`config.mk`:
```
export PLATFORM = sky130hd
export DESIGN_NAME = pipe_pc_ifid
export DESIGN_NICKNAME = d
export VERILOG_FILES = /design/src/rtl/pipe_pc_ifid.sv
export SDC_FILE = /design/constraint.sdc
export NUM_CORES = 1
export LEC_CHECK = 0
export CAP_MARGIN = 5
export CORE_MARGIN = 5
export CORE_UTILIZATION = 44
export CTS_CLUSTER_SIZE = 14
export DETAILED_ROUTE_END_ITERATION = 12
export PLACE_DENSITY_LB_ADDON = 0.2
export SKIP_LAST_GASP = 1
export SYNTH_ARGS = -nofsm -noshare
export SYNTH_HDL_FRONTEND = slang
export SYNTH_SLANG_ARGS = --single-unit
```
`constraint.sdc`:
```
create_clock -name clock -period 3.33 [get_ports clock]
set_input_delay 0.8325 -clock clock [delete_from_list [all_inputs] [get_ports clock]]
set_output_delay 0.8325 -clock clock [all_outputs]
set_load 0.1 [all_outputs]
```
`src/rtl/pipe_pc_ifid.sv`:
```
// pipe_pc_ifid: PC register and IF/ID pipeline register with stall, flush, halt and perf counters
//   Optional feature: define PIPE_DELAY_SLOT_EN for a branch delay slot.
//   The instruction behind a control transfer then issues normally instead of
//   being squashed, and flush_cnt stays 0.
// Ports:
//   clock, reset          single clock; synchronous active-high reset
//   npc, pc4, ins         fetch-stage next pc, pc+4 and the instruction read at pc
//   pcsource              00 seq, 01 branch, 10 jr, 11 j/jal (from ID)
//   wpcir                 1 advances pc and IF/ID, 0 stalls both
//   halt_req              level request to freeze fetch
//   pc                    current fetch address
//   dpc4, inst, dvalid    IF/ID contents; dvalid=0 marks an injected bubble
//   halted                high while in HALT
//   stall_cnt, flush_cnt  saturating performance counters
module pipe_pc_ifid #(
  parameter logic [31:0] RESET_PC = 32'h0000_0000,
  parameter logic [31:0] NOP_INST = 32'h0000_0000,
  parameter int          CNT_W    = 16
) (
  input  logic             clock,
  input  logic             reset,
  input  logic [31:0]      npc,
  input  logic [31:0]      pc4,
  input  logic [31:0]      ins,
  input  logic [1:0]       pcsource,
  input  logic             wpcir,
  input  logic             halt_req,
  output logic [31:0]      pc,
  output logic [31:0]      dpc4,
  output logic [31:0]      inst,
  output logic             dvalid,
  output logic             halted,
  output logic [CNT_W-1:0] stall_cnt,
  output logic [CNT_W-1:0] flush_cnt
);
`ifdef PIPE_DELAY_SLOT_EN
  localparam logic SQUASH = 1'b0;
`else
  localparam logic SQUASH = 1'b1;
`endif
  typedef enum logic {RUN, HALT} state_t;
  state_t           r_state, w_next;
  logic [31:0]      r_pc, r_dpc4, r_inst;
  logic             r_dvalid;
  logic [CNT_W-1:0] r_stall_cnt, r_flush_cnt;
  logic             w_run, w_halt, w_stall, w_adv, w_flush;
  // a halt request only takes effect on an edge that would otherwise advance,
  // so a stalled ID instruction is never lost
  always_comb begin
    w_run   = r_state == RUN;
    w_stall = w_run && !wpcir;
    w_halt  = w_run && wpcir && halt_req;
    w_adv   = w_run && wpcir && !halt_req;
    w_flush = w_adv && pcsource != 2'b00 && SQUASH;
    w_next  = w_halt ? HALT : r_state;
  end
  always_ff @(posedge clock) begin
    if (reset) begin
      r_state     <= RUN;
      r_pc        <= RESET_PC;
      r_dpc4      <= 32'h0;
      r_inst      <= NOP_INST;
      r_dvalid    <= 1'b0;
      r_stall_cnt <= '0;
      r_flush_cnt <= '0;
    end else begin
      r_state <= w_next;
      if (w_halt) begin
        r_inst   <= NOP_INST;
        r_dvalid <= 1'b0;
      end
      if (w_adv) begin
        r_pc     <= npc;
        r_dpc4   <= pc4;
        r_inst   <= w_flush ? NOP_INST : ins;
        r_dvalid <= !w_flush;
      end
      if (w_stall && !(&r_stall_cnt)) r_stall_cnt <= r_stall_cnt + 1'b1;
      if (w_flush && !(&r_flush_cnt)) r_flush_cnt <= r_flush_cnt + 1'b1;
    end
  end
  assign pc        = r_pc;
  assign dpc4      = r_dpc4;
  assign inst      = r_inst;
  assign dvalid    = r_dvalid;
  assign halted    = r_state == HALT;
  assign stall_cnt = r_stall_cnt;
  assign flush_cnt = r_flush_cnt;
endmodule

```
Word-level counts from Yosys, hierarchy flattened:

Index checks and enable logic that the tools add are counted.

* bits in registers: 130
* bits in latches: 0
* RAM bits: 0
* bits in read-only memories: 0
* output and inout port bits: 130
* logic and storage cells: 31
* memories: 0

* $add $sub $neg: 2
* multiply operators: 0
* div/mod/pow operators: 0
* $lt $le $gt $ge: 0
* equality and inequality tests: 0
* shift operators: 0
* muxes and demuxes: 5
* bitwise gates (word level): 1
* reductions and logical operators: 16

Operator list (count)
* two-way mux 32 bit: 3
* adder 16 x 1 -> 16 bit (second input constant): 2
* AND reduction 16 bit: 2
* logical AND 1 bit: 7
* logical NOT 1 bit: 5
* nonzero test 2 bit: 2
* two-way mux 1 bit: 2
* NOT 1 bit: 1

Logic depth before layout (Yosys ltp):

* word-level depth: 6
* depth in mapped cells: 6

Worst setup path before layout:

Ideal clock, no wire load.

* kind: reg2reg
* from: reg r_flush_cnt[0], in the netlist flush_cnt[0]
* to: reg r_flush_cnt[14], in the netlist flush_cnt[14]
* arrival time: 2549 ps
* setup slack: 661 ps
* cell stages (with the launch flop): 6
* buffers on the path: 0
* path through: dfxtp_1 > ha_1 > nand4_1 > or4_1 > nor4_1 > mux2_2

* word-level cells in the longest chain between the ends: 3
* elaborated cells on any way between the ends: 4
* classes of those cells: add/sub: 1; reduce/logical: 3

Ends and longest elaborated chain
* start: declaration: RTL line 45 `logic [CNT_W-1:0] r_stall_cnt, r_flush_cnt;`
* start signal: assignment: RTL line 79 `if (w_flush && !(&r_flush_cnt)) r_flush_cnt <= r_flush_cnt + 1'b1;`
* branches (longest 3 deep; another with adder 16 x 1 -> 16 bit)

Parallel ways; which one is timed is not known.
A chain may end at the register's enable or synchronous reset.

Worst setup path in the final report:

* from: in wpcir
* to: reg r_flush_cnt[13], in the netlist flush_cnt[13]

* word-level cells in the longest chain between the ends: 4

Ends and longest elaborated chain
* start: declaration: RTL line 26 `input logic wpcir,`
* logical AND 1 bit (2 in a row): RTL line 53 `w_adv = w_run && wpcir && !halt_req;`
* logical AND 1 bit: RTL line 54 `w_flush = w_adv && pcsource != 2'b00 && SQUASH;`
* logical AND 1 bit: RTL line 79

Every way passes these cells.

==> flow_metrics.tcl <==
set metrics [dict create \
    clk_pin_slew_ns 0.05 \
    crit_required_ns 3.66 \
    drive_gt1_frac 0.2175 \
    post_cts_buffers 0 \
    r2r_cells 4 \
    layout_commonest_cell "nand2_1" \
    drcViolationCount 0 \
    crit_path_top_delay_cell "or4_1" \
    synth_warnings 0 \
    io-pin-count 232 \
    hpwlAfterDp_um 10780 \
    holdPathStages 2 \
    core-area_sq_mm 0.01094 \
    fp.dieW_um 116.1 \
    p_int_uw 2909 \
    cpMostUsedCell "or4_1" \
    grt_pass1_wl_um 23560 \
    relSlewSlack 0.2332 \
    rsz0062_at_grt "no" \
    period_needed_ns 2.768 \
    power.switching_uw 1111 \
    hold_viol 0 \
    hold_path_class "flip-flop to flip-flop" \
    start_util 0.4533 \
    p_per_area_mw_per_mm2 530.3 \
    cts_inserted_buffers 17 \
    switching_share 0.2763 \
    finalClockSkew_ns 0.006683 \
    cts_tree "done" \
    grt_usage 0.2216 \
    clockBufferDepth 2 \
    cts_root_buf "clkbuf_16" \
    fp.dieH_um 116.1 \
    worst-r2r-setup-slack_ns 1.16 \
    clk_latency_ns 0.40 \
    critPathKind "input port to flip-flop" \
    worst_slew_pin_slew_ns 1.150 \
    vias_per_cell 5.277 \
    setup_tns_ns 0 \
    multi_input_area_sq_mm 0.002197 \
    drt_iter0_drc 411 \
    p_leak_uw 0.003001 \
    syn_avg_cell_area_sq_um 8.290 \
    setup_violations 0 \
    seqCellArea_sq_mm 0.002603 \
    n_antenna_cell 0 \
    irDropWorstVdd_v 0.0003384 \
    netlist_instances 598 \
    dieArea_sq_mm 0.01349 \
    path_cells "clkdlybuf4s50_1 > or3b_4 > or4_1 > or4_1 > a21oi_1" \
    core.rowCount 38 \
    status "completed" \
    grt_antenna_before_repair 0 \
    path_max_fanout 7 \
    layout_common_cells "nand2_1 (143), buf_4 (138), dfxtp_1 (130), clkdlybuf4s50_1 (100), a21oi_1 (86)" \
    wirelength_um 15120 \
    maxSlewViolCount 0 \
    max_stage_delay_ns 0.64 \
    fin_nets 917 \
    layoutNonFillerInstCount 963 \
    post-route-period-util 0.8313 \
    htreeDepth 4 \
    crit_path_end_kind "flip-flop" \
    grt_max_degree 66 \
    clkPwrFrac 0.428 \
    syn-num-nets 702 \
    syn_area_sq_mm 0.004957 \
    cp.arrival_ns 3.10 \
    fmax_ghz 0.3612 \
    gr-total-overflow 0 \
    synthArstFlopShare 0 \
    cts-resized-gates 0 \
    clock-sinks 130 \
    ys_seq_area_frac 0.5250 \
    drv_cap 0 \
    grt_pass1_vias 4873 \
    combPwrFrac 0.166 \
    dr_total_vias 5082 \
    drt_pre_antenna_iters 7 \
    seqPwrFrac 0.406 \
    portBuffers 231 \
    synth-main-ff-cell "dfxtp_1" \
    critPathLaunchType "input port" \
    ant_nets 0 \
    synth_edf_count 0 \
    dpl.cell_count 934 \
    fillers 848 \
    ys_seq_elements 130 \
    fin_hold_ws_ns 0.4534 \
    gp_congestion 0.8126 \
    ctsHoldBuffers 0 \
    syn_to_final_growth_pct 52.93 \
    wl_per_cell_um 15.70 \
    ys_types 39 \
]
state kept, by name, indices dropped and copies added, names as in the netlist:
register   count
stall_cnt     16
inst          32
dpc4          32
halted         1
pc            32
flush_cnt     16
dvalid         1
power by group through the flow:
stage / clock, uW / sequential, uW / combinational [uW]
2_1_floorplan: 0 / 1990 / 119
6_report: 1720 / 1630 / 668
4_1_cts: 1760 / 1630 / 671
3_5_place_dp: 0 / 1660 / 670
5_1_grt: 1860 / 1640 / 699
3_3_place_gp: 0 / 1660 / 664
metrics by stage:
stage | total power [uW] | instance area [sq um] | util | setup slack, ns
5_1_grt | 4191 | 7581 | 0.6932 | 0.4729
6_report | 4020 | 7581 | 0.6932 | 0.5617
3_3_place_gp | 2324 | 7027 | 0.6426 | 0.1994
2_1_floorplan | 2104 | 4957 | - | 0.6606
3_5_place_dp | 2332 | 7027 | 0.6426 | 0.1673
4_1_cts | 4062 | 7581 | 0.6932 | 0.5925
final timing paths:
| check | from | to |
|---|---|---|
| worst min-delay path | pc[0] | pc[0] |
| worst max-delay path | wpcir | flush_cnt[13] |
| worst min register to register | pc[0] | pc[0] |
| worst max register to register | halted | flush_cnt[13] |
final cells by class:
type,count,share of cell area
clock buffer,24,0.06618
clock inverter,5,0.006932
inverter,4,0.001981
multi-input combinational,422,0.2898
sequential,130,0.3433
tap,140,0.02311
timing repair buffer,238,0.2687
critical path: cells and delay by family:
family | cells | cell delay [ns]
AOI/OAI and AO/OA | 1 | 0.15
and+or+nand+nor | 3 | 1.57
buffers and inverters | 1 | 0.54
kinds of logic (layout without fill, tap and decap cells):
group                    count (synthesis)  count (layout)  synth area share
AO/OA/AOI/OAI                          146             146            0.1739
XOR/XNOR                                 1               1          0.001767
adder cells (fa/ha/maj)                  2               2          0.005047
buffers and inverters                   46             271           0.03508
flip-flops                             130             130            0.5250
multiplexers                             8               8           0.01792
AND/OR/NAND/NOR                        265             265            0.2413
synth_stat cells (all sizes together) (2+ instances only):
cell,count,area (sq um)
or3b,2,20.02
o21ai,11,55.05
or4,13,97.59
nor2b,6,37.54
nor3,5,25.02
nor3b,2,15.01
nor4,6,37.54
nor2,49,183.9
inv,4,15.01
a21oi,86,430.4
clkbuf,37,138.9
a22oi,32,240.2
and3,2,12.51
or2,2,12.51
nand4,12,75.07
or3,9,56.30
nand3,9,45.04
dfxtp,130,2603
o31ai,10,75.07
ha,2,25.02
nand2,143,536.8
mux2,7,78.83
buf,5,20.01
per-layer routing:
metal / vias to the layer above / global-route usage / wire length (um)
met5: - / 0 / 0
met4: 0 / 0.09203 / 314
met3: 24 / 0.09119 / 1399
met2: 184 / 0.3817 / 7704
met1: 2357 / 0.2417 / 5697
li1: 2517 / - / -
Note: power is estimated with default switching activity, not from simulation.
